===== src/rtl/trap_request_arbiter.sv =====
// trap_request_arbiter
//   Collects trap/interrupt events into sticky pending bits, masks them,
//   picks a fixed-priority winner (lowest index) and presents one vectored
//   request at a time to the pipeline monitor over a req/ack handshake.
//   While a handler runs, no new request is raised. There is no nesting.
//
// Ports
//   clk, rst     clock; synchronous active-high reset
//   src_in       raw event lines; a rising edge raises the event
//   mask_wr      write strobe for mask_data -> mask_q
//   core_ready   pipeline can accept a trap
//   irq_ack      monitor took the trap
//   irq_done     handler returned (one-cycle pulse)
//   irq_req      trap request to the monitor
//   irq_id       index of the requesting source
//   irq_vec      handler address for irq_id
//   pending      sticky pending bits
//   mask_q       current enable mask (1 = enabled)
//   busy         handler in service
module trap_request_arbiter #(
  parameter logic [15:0] VEC0     = 16'h0030,
  parameter logic [15:0] VEC1     = 16'h0500,
  parameter logic [15:0] VEC2     = 16'h0090,
  parameter logic [15:0] VEC3     = 16'h0100,
  parameter logic [3:0]  MASK_RST = 4'b1111
) (
  input  logic        clk,
  input  logic        rst,
  input  logic [3:0]  src_in,
  input  logic        mask_wr,
  input  logic [3:0]  mask_data,
  input  logic        core_ready,
  input  logic        irq_ack,
  input  logic        irq_done,
  output logic        irq_req,
  output logic [1:0]  irq_id,
  output logic [15:0] irq_vec,
  output logic [3:0]  pending,
  output logic [3:0]  mask_q,
  output logic        busy
);

  typedef enum logic [1:0] {IDLE, REQ, SERVICE} state_t;

  state_t      state_q, state_d;
  logic [3:0]  src_prev_q;
  logic [3:0]  pend_q, pend_d;
  logic [3:0]  mask_d;
  logic [1:0]  id_q, id_d;
  logic [15:0] vec_q, vec_d;

  logic [3:0]  rise, eligible, clr;
  logic [1:0]  winner;

  function automatic logic [15:0] vec_sel(input logic [1:0] idx);
    case (idx)
      2'd0:    vec_sel = VEC0;
      2'd1:    vec_sel = VEC1;
      2'd2:    vec_sel = VEC2;
      default: vec_sel = VEC3;
    endcase
  endfunction

  always_comb begin
    rise     = src_in & ~src_prev_q;
    eligible = pend_q & mask_q;
    // Scan high to low so the lowest set index wins.
    winner   = 2'd0;
    for (int i = 3; i >= 0; i--) begin
      if (eligible[i]) winner = 2'(i);
    end
  end

  always_comb begin
    state_d = state_q;
    id_d    = id_q;
    vec_d   = vec_q;
    clr     = 4'b0000;
    case (state_q)
      IDLE: begin
        if (|eligible && core_ready) begin
          state_d = REQ;
          id_d    = winner;
          vec_d   = vec_sel(winner);
        end
      end
      REQ: begin
        // Ack takes precedence over a same-cycle mask-off of the source.
        if (irq_ack) begin
          clr     = 4'b0001 << id_q;
          state_d = SERVICE;
        end else if (!mask_q[id_q]) begin
          state_d = IDLE;
        end
      end
      SERVICE: begin
        if (irq_done) state_d = IDLE;
      end
      default: state_d = IDLE;
    endcase
    // A fresh edge on the acked source wins over its clear.
    pend_d = (pend_q & ~clr) | rise;
    mask_d = mask_wr ? mask_data : mask_q;
  end

  always_ff @(posedge clk) begin
    if (rst) begin
      state_q    <= IDLE;
      // All-ones so lines already high at reset release do not fire.
      src_prev_q <= 4'b1111;
      pend_q     <= 4'b0000;
      mask_q     <= MASK_RST;
      id_q       <= 2'd0;
      vec_q      <= 16'h0000;
    end else begin
      state_q    <= state_d;
      src_prev_q <= src_in;
      pend_q     <= pend_d;
      mask_q     <= mask_d;
      id_q       <= id_d;
      vec_q      <= vec_d;
    end
  end

  assign irq_req = (state_q == REQ);
  assign busy    = (state_q == SERVICE);
  assign irq_id  = id_q;
  assign irq_vec = vec_q;
  assign pending = pend_q;

endmodule

===== config.mk =====
export PLATFORM = sky130hd
export DESIGN_NAME = trap_request_arbiter
export DESIGN_NICKNAME = d
export VERILOG_FILES = /design/src/rtl/trap_request_arbiter.sv
export SDC_FILE = /design/constraint.sdc
export NUM_CORES = 1
export LEC_CHECK = 0
export CAP_MARGIN = 5
export CORE_ASPECT_RATIO = 1.5
export CORE_MARGIN = 10
export CORE_UTILIZATION = 35
export DETAILED_ROUTE_END_ITERATION = 8
export GPL_ROUTABILITY_DRIVEN = 0
export GPL_TIMING_DRIVEN = 0
export PLACE_DENSITY = 0.72
export SLEW_MARGIN = 5
export SYNTH_ARGS = -nofsm -noshare
export SYNTH_HDL_FRONTEND = slang
export SYNTH_SLANG_ARGS = --single-unit

===== constraint.sdc =====
create_clock -name clk -period 1.8 [get_ports clk]
set_clock_uncertainty 0.1 [all_clocks]
set_input_delay 0.45 -clock clk [delete_from_list [all_inputs] [get_ports clk]]
set_output_delay 0.45 -clock clk [all_outputs]
set_load 0.03 [all_outputs]

# [Word-level counts from Yosys, hierarchy flattened]
# Index checks and enable logic that the tools add are counted.
[op_classes] magnitude_cmp=1 n_eq_ne=7 shift=1 muxes=14 bitwise_logic=6 reduce_logical=6
[op_table] op="$pmux W11 S3" n=1
[op_table] op="$mux W2" n=8
[op_table] op="$and A4 B4 Y4" n=3
[op_table] op="$mux W4" n=2
[op_table] op="$not A4 Y4" n=2
[op_table] op="$pmux W2 S3" n=1
[op_table] op="$eq A2 B1 Y1 const B" n=2
[op_table] op="$eq A2 B2 Y1 const B" n=2
[op_table] op="$logic_not A2 Y1" n=2
[op_table] op="$ne A2 B2 Y1 const B" n=2
[op_table] op="$or A4 B4 Y4" n=1
[op_table] op="$reduce_or A4 Y1" n=1
[op_table] op="$shl A1 B2 Y4 const A" n=1
[op_table] op="$lt A2 B3 Y1 const B" n=1
[op_table] op="$ne A3 B3 Y1 const B" n=1
[op_table] op="$reduce_and A3 Y1" n=1
[op_table] op="$bmux W1 S2" n=1
[op_table] op="$reduce_and A2 Y1" n=1
[op_table] op="$logic_and A1 B1 Y1" n=1
[op_table] op="$mux W1" n=1
[totals] reg_bits=32 inputBits=14 output_inout_bits=28 wordCells=41

# [Logic depth before layout (Yosys ltp)]
[depth] word_depth=7 mapped_depth=5 depth_no_buf=4

# [Least setup slack after synthesis]
# No wires, ideal clock.
[synth_path] path_kind="reg2reg" start="register id_q[0] (netlist: irq_id[0])" end="register state_q[0]" setup_time_ns=0.132 t_arrival_ns=1.286 path_slack_ns=0.282 stages_incl_launch_ff=4 path_buffers=0 period_less_slack_ns=1.518 cell_sequence="dfxtp_1 > mux4_2 > nand3b_1 > a21oi_1"
[synth_between] elab_chain_cells=4
[synth_lines] item="start, declared" line_no="49" source="logic [1:0] id_q, id_d;"
[synth_lines] item="start signal, assigned" line_no="120" source="id_q <= id_d;"
[synth_lines] item="$bmux W1 S2" line_no="92" source="end else if (!mask_q[id_q]) begin"
[synth_lines] item="$mux W1 (not written as such)" line_no="92"
[synth_lines] item="$ne A3 B3 Y1 (no line)"
[synth_lines] item="$reduce_and A3 Y1 (no line)"
[synth_lines] item="end signal, assigned" line_no="116" source="state_q <= state_d;"
[synth_lines] item="end, declared" line_no="45" source="state_t state_q, state_d;"
# No other way between the ends. The select of a mux whose other input is x is not followed.
# A chain may end at the register's enable or synchronous reset.

# [Final worst setup path]
[layout_path] start="register id_q[1] (netlist: irq_id[1])" end="output port irq_id[1]"
[layout_rtl] item="end, declared" line_no="36" source="output logic [1:0] irq_id,"
# No word-level cell between the ends.

==> metrics <==
Iter 0 DRT Violations 9; fraction of layout cells with a size suffix above 1 22.8%; vias in the first global route 792; die area 5080 um2; clock buffer depth 2; crit path time final 1740 ps; chip height 82.4 um; CORE AREA 2480 um2; H-tree depth 1; top-count cell post-synth dfxtp_1; Post-CTS Setup Bufs 0; Slew Viols, Final 0; syn avg cell area 9.66 um2; Max-Cap Viols 0; worst vdd ir 0.468 mV; f_max 575 MHz; required time of the critical path 1250 ps; CTS tree yes; Ant. Diodes 0; synth unique cells 30; Via Count 785; Clock Sinks 20; critical path class reg2out; cell family with most CP delay flip-flops; P per Cell Area 736 nW/um2; Cell Area, Synth 908 um2; total power draw 0.000933 W; post-route setup slack 59.6 ps; Final Hold Fails 0; CP bufs+invs 1; CTS buffer count 3; ys async rst share 0%; initial core utilization 36.7%; Yosys top cell by area dfxtp_1; post-DR vias/cell 4.91; Crit-path slowest cell dfxtp_1; Post-Route WL 2.34 mm; layout overhead on the synthesized area 39.5%; Total GRT Usage 9.40%; Final setup viols 0; dpl ws -105 ps; critical path fanouts, max 7; post-synth top area share 44.1%; Seq/Total Area, Yosys 44.1%; Post-Syn Instances 94; pin count of the biggest net entering global routing 11; initial antenna violation count 0; Post-route DRC 0; port bufs 29; Layout Nets 152; Post-synth EDFFs 0; Most used DFF post-synth dfxtp_1; synth top area cells dfxtp_1 (44%), buf_4 (9.9%), a21oi_1 (5.0%); CP Cell Sequence dlygate4sd2_1; Detail Placement HPWL 1.91 mm; Commonest cells post-synth dfxtp_1 (20), buf_4 (12), a21oi_1 (9); Die W 61.6 um; HP Class reg2reg; period utilization 96.7%; Routed Antenna Nets 0; CP peak stage delay 460 ps; grt ovf 0; yosys warns 0; wire length per cell 14.6 um; status complete, no violations; io pins 42; First-pass DRT Iterations 4; # rows 22; CTS clk-pin slew, worst paths 110 ps; global-route wire length before repair 3.66 mm; Startpoint Class register; unrepaired setup endpoints after global routing false; Worst-Skew Late Latency 300 ps; synthesized flop and latch total 20; crit path DAT 1190 ps; Setup crit end kind output port; Lkg Pwr 0.553 nW; CTS root buf clkbuf_4
==> per-layer routing <==
| layer | track usage [%] | vias to the layer above | routed length [um] |
|---|---|---|---|
| li1 | - | 397 | - |
| met1 | 9.17 | 362 | 823 |
| met2 | 16.7 | 24 | 1290 |
| met3 | 3.51 | 2 | 207 |
| met4 | 4.71 | 0 | 14 |
| met5 | 0 | - | 0 |
==> layout by cell type (no fill, tap or decap), types with 4 or more instances in the layout <==
| master | instances |
|---|---|
| nor2b_1 | 7 |
| nor2_1 | 5 |
| nand2_1 | 5 |
| clkbuf_4 | 4 |
| conb_1 | 11 |
| clkdlybuf4s50_1 | 12 |
| buf_4 | 12 |
| a21oi_1 | 9 |
| a211o_1 | 4 |
| dlygate4sd2_1 | 14 |
| or2_2 | 4 |
| dfxtp_1 | 18 |
==> layout make-up <==
class	count	area, um2
Buffer	15	103
Fill cell	242	1210
Multi-Input combinational cell	69	443
Clock buffer	3	22.5
Timing Repair Buffer	29	267
Sequential cell	20	403
Tap cell	24	30.0
==> worst paths after layout <==
| kind | end | startpoint | cells past startpoint | slack [ps] |
|---|---|---|---|---|
| max | irq_id[1] | irq_id[1] | 1 | 60 |
| min | irq_vec[10] | irq_vec[10] | 2 | 370 |
| max reg2reg | state_q[0] | irq_id[0] | 3 | 450 |
| min reg2reg | irq_vec[10] | irq_vec[10] | 2 | 370 |
==> flip-flops by register name, summed over array words and instances, names as in the netlist <==
name and count:
mask_q 4, pending 4, irq_vec 4, src_prev_q 4, state_q 2, irq_id 2
==> cell families (layout without fill, tap and decap cells) <==
| logic type | count (synthesis) | after routing | synth area share [%] |
|---|---|---|---|
| mux | 1 | 1 | 2.48 |
| compound gates | 24 | 24 | 20.1 |
| buf+inv | 15 | 47 | 11.3 |
| simple gates | 33 | 33 | 21.6 |
| flops | 20 | 20 | 44.1 |
| other cells | 1 | 11 | 0.413 |
==> metrics by stage <==
| step | cell area [um2] | hold WS, ps | instances | setup TNS [ps] | utilization, % |
|---|---|---|---|---|---|
| 2_1_floorplan | 946 | 362 | 104 | 0 | - |
| 3_3_place_gp | 1270 | 348 | 157 | -399 | 51.1 |
| 3_5_place_dp | 1270 | 360 | 157 | -539 | 51.1 |
| 4_1_cts | 1270 | 372 | 160 | 0 | 51.3 |
| 5_1_grt | 1270 | 398 | 160 | 0 | 51.2 |
| 6_report | 1270 | 370 | 160 | 0 | 51.2 |
==> repair_timing <==
item	in CTS	in global routing
gates cloned	0	0
setup endpoints to repair	17	2
gates resized for setup	26	2
pin swaps	0	0
hold buffers	0	0
==> where the power goes <==
group	internal, W	switching [W]	leakage, nW
sequential	0.000467	0.0000243	0.166
clock	0.0000779	0.000131	0.0138
combinational	0.000101	0.000131	0.373
total	0.000646	0.000287	0.553
==> worst reg2reg max path: cells and delay by family (launching register included) <==
family	cells	cell delay, ps
AOI/OAI and AO/OA	1	70
muxes	1	520
and+or+nand+nor	1	100
DFF	1	430
No activity file was read; power rests on OpenSTA's default activity.
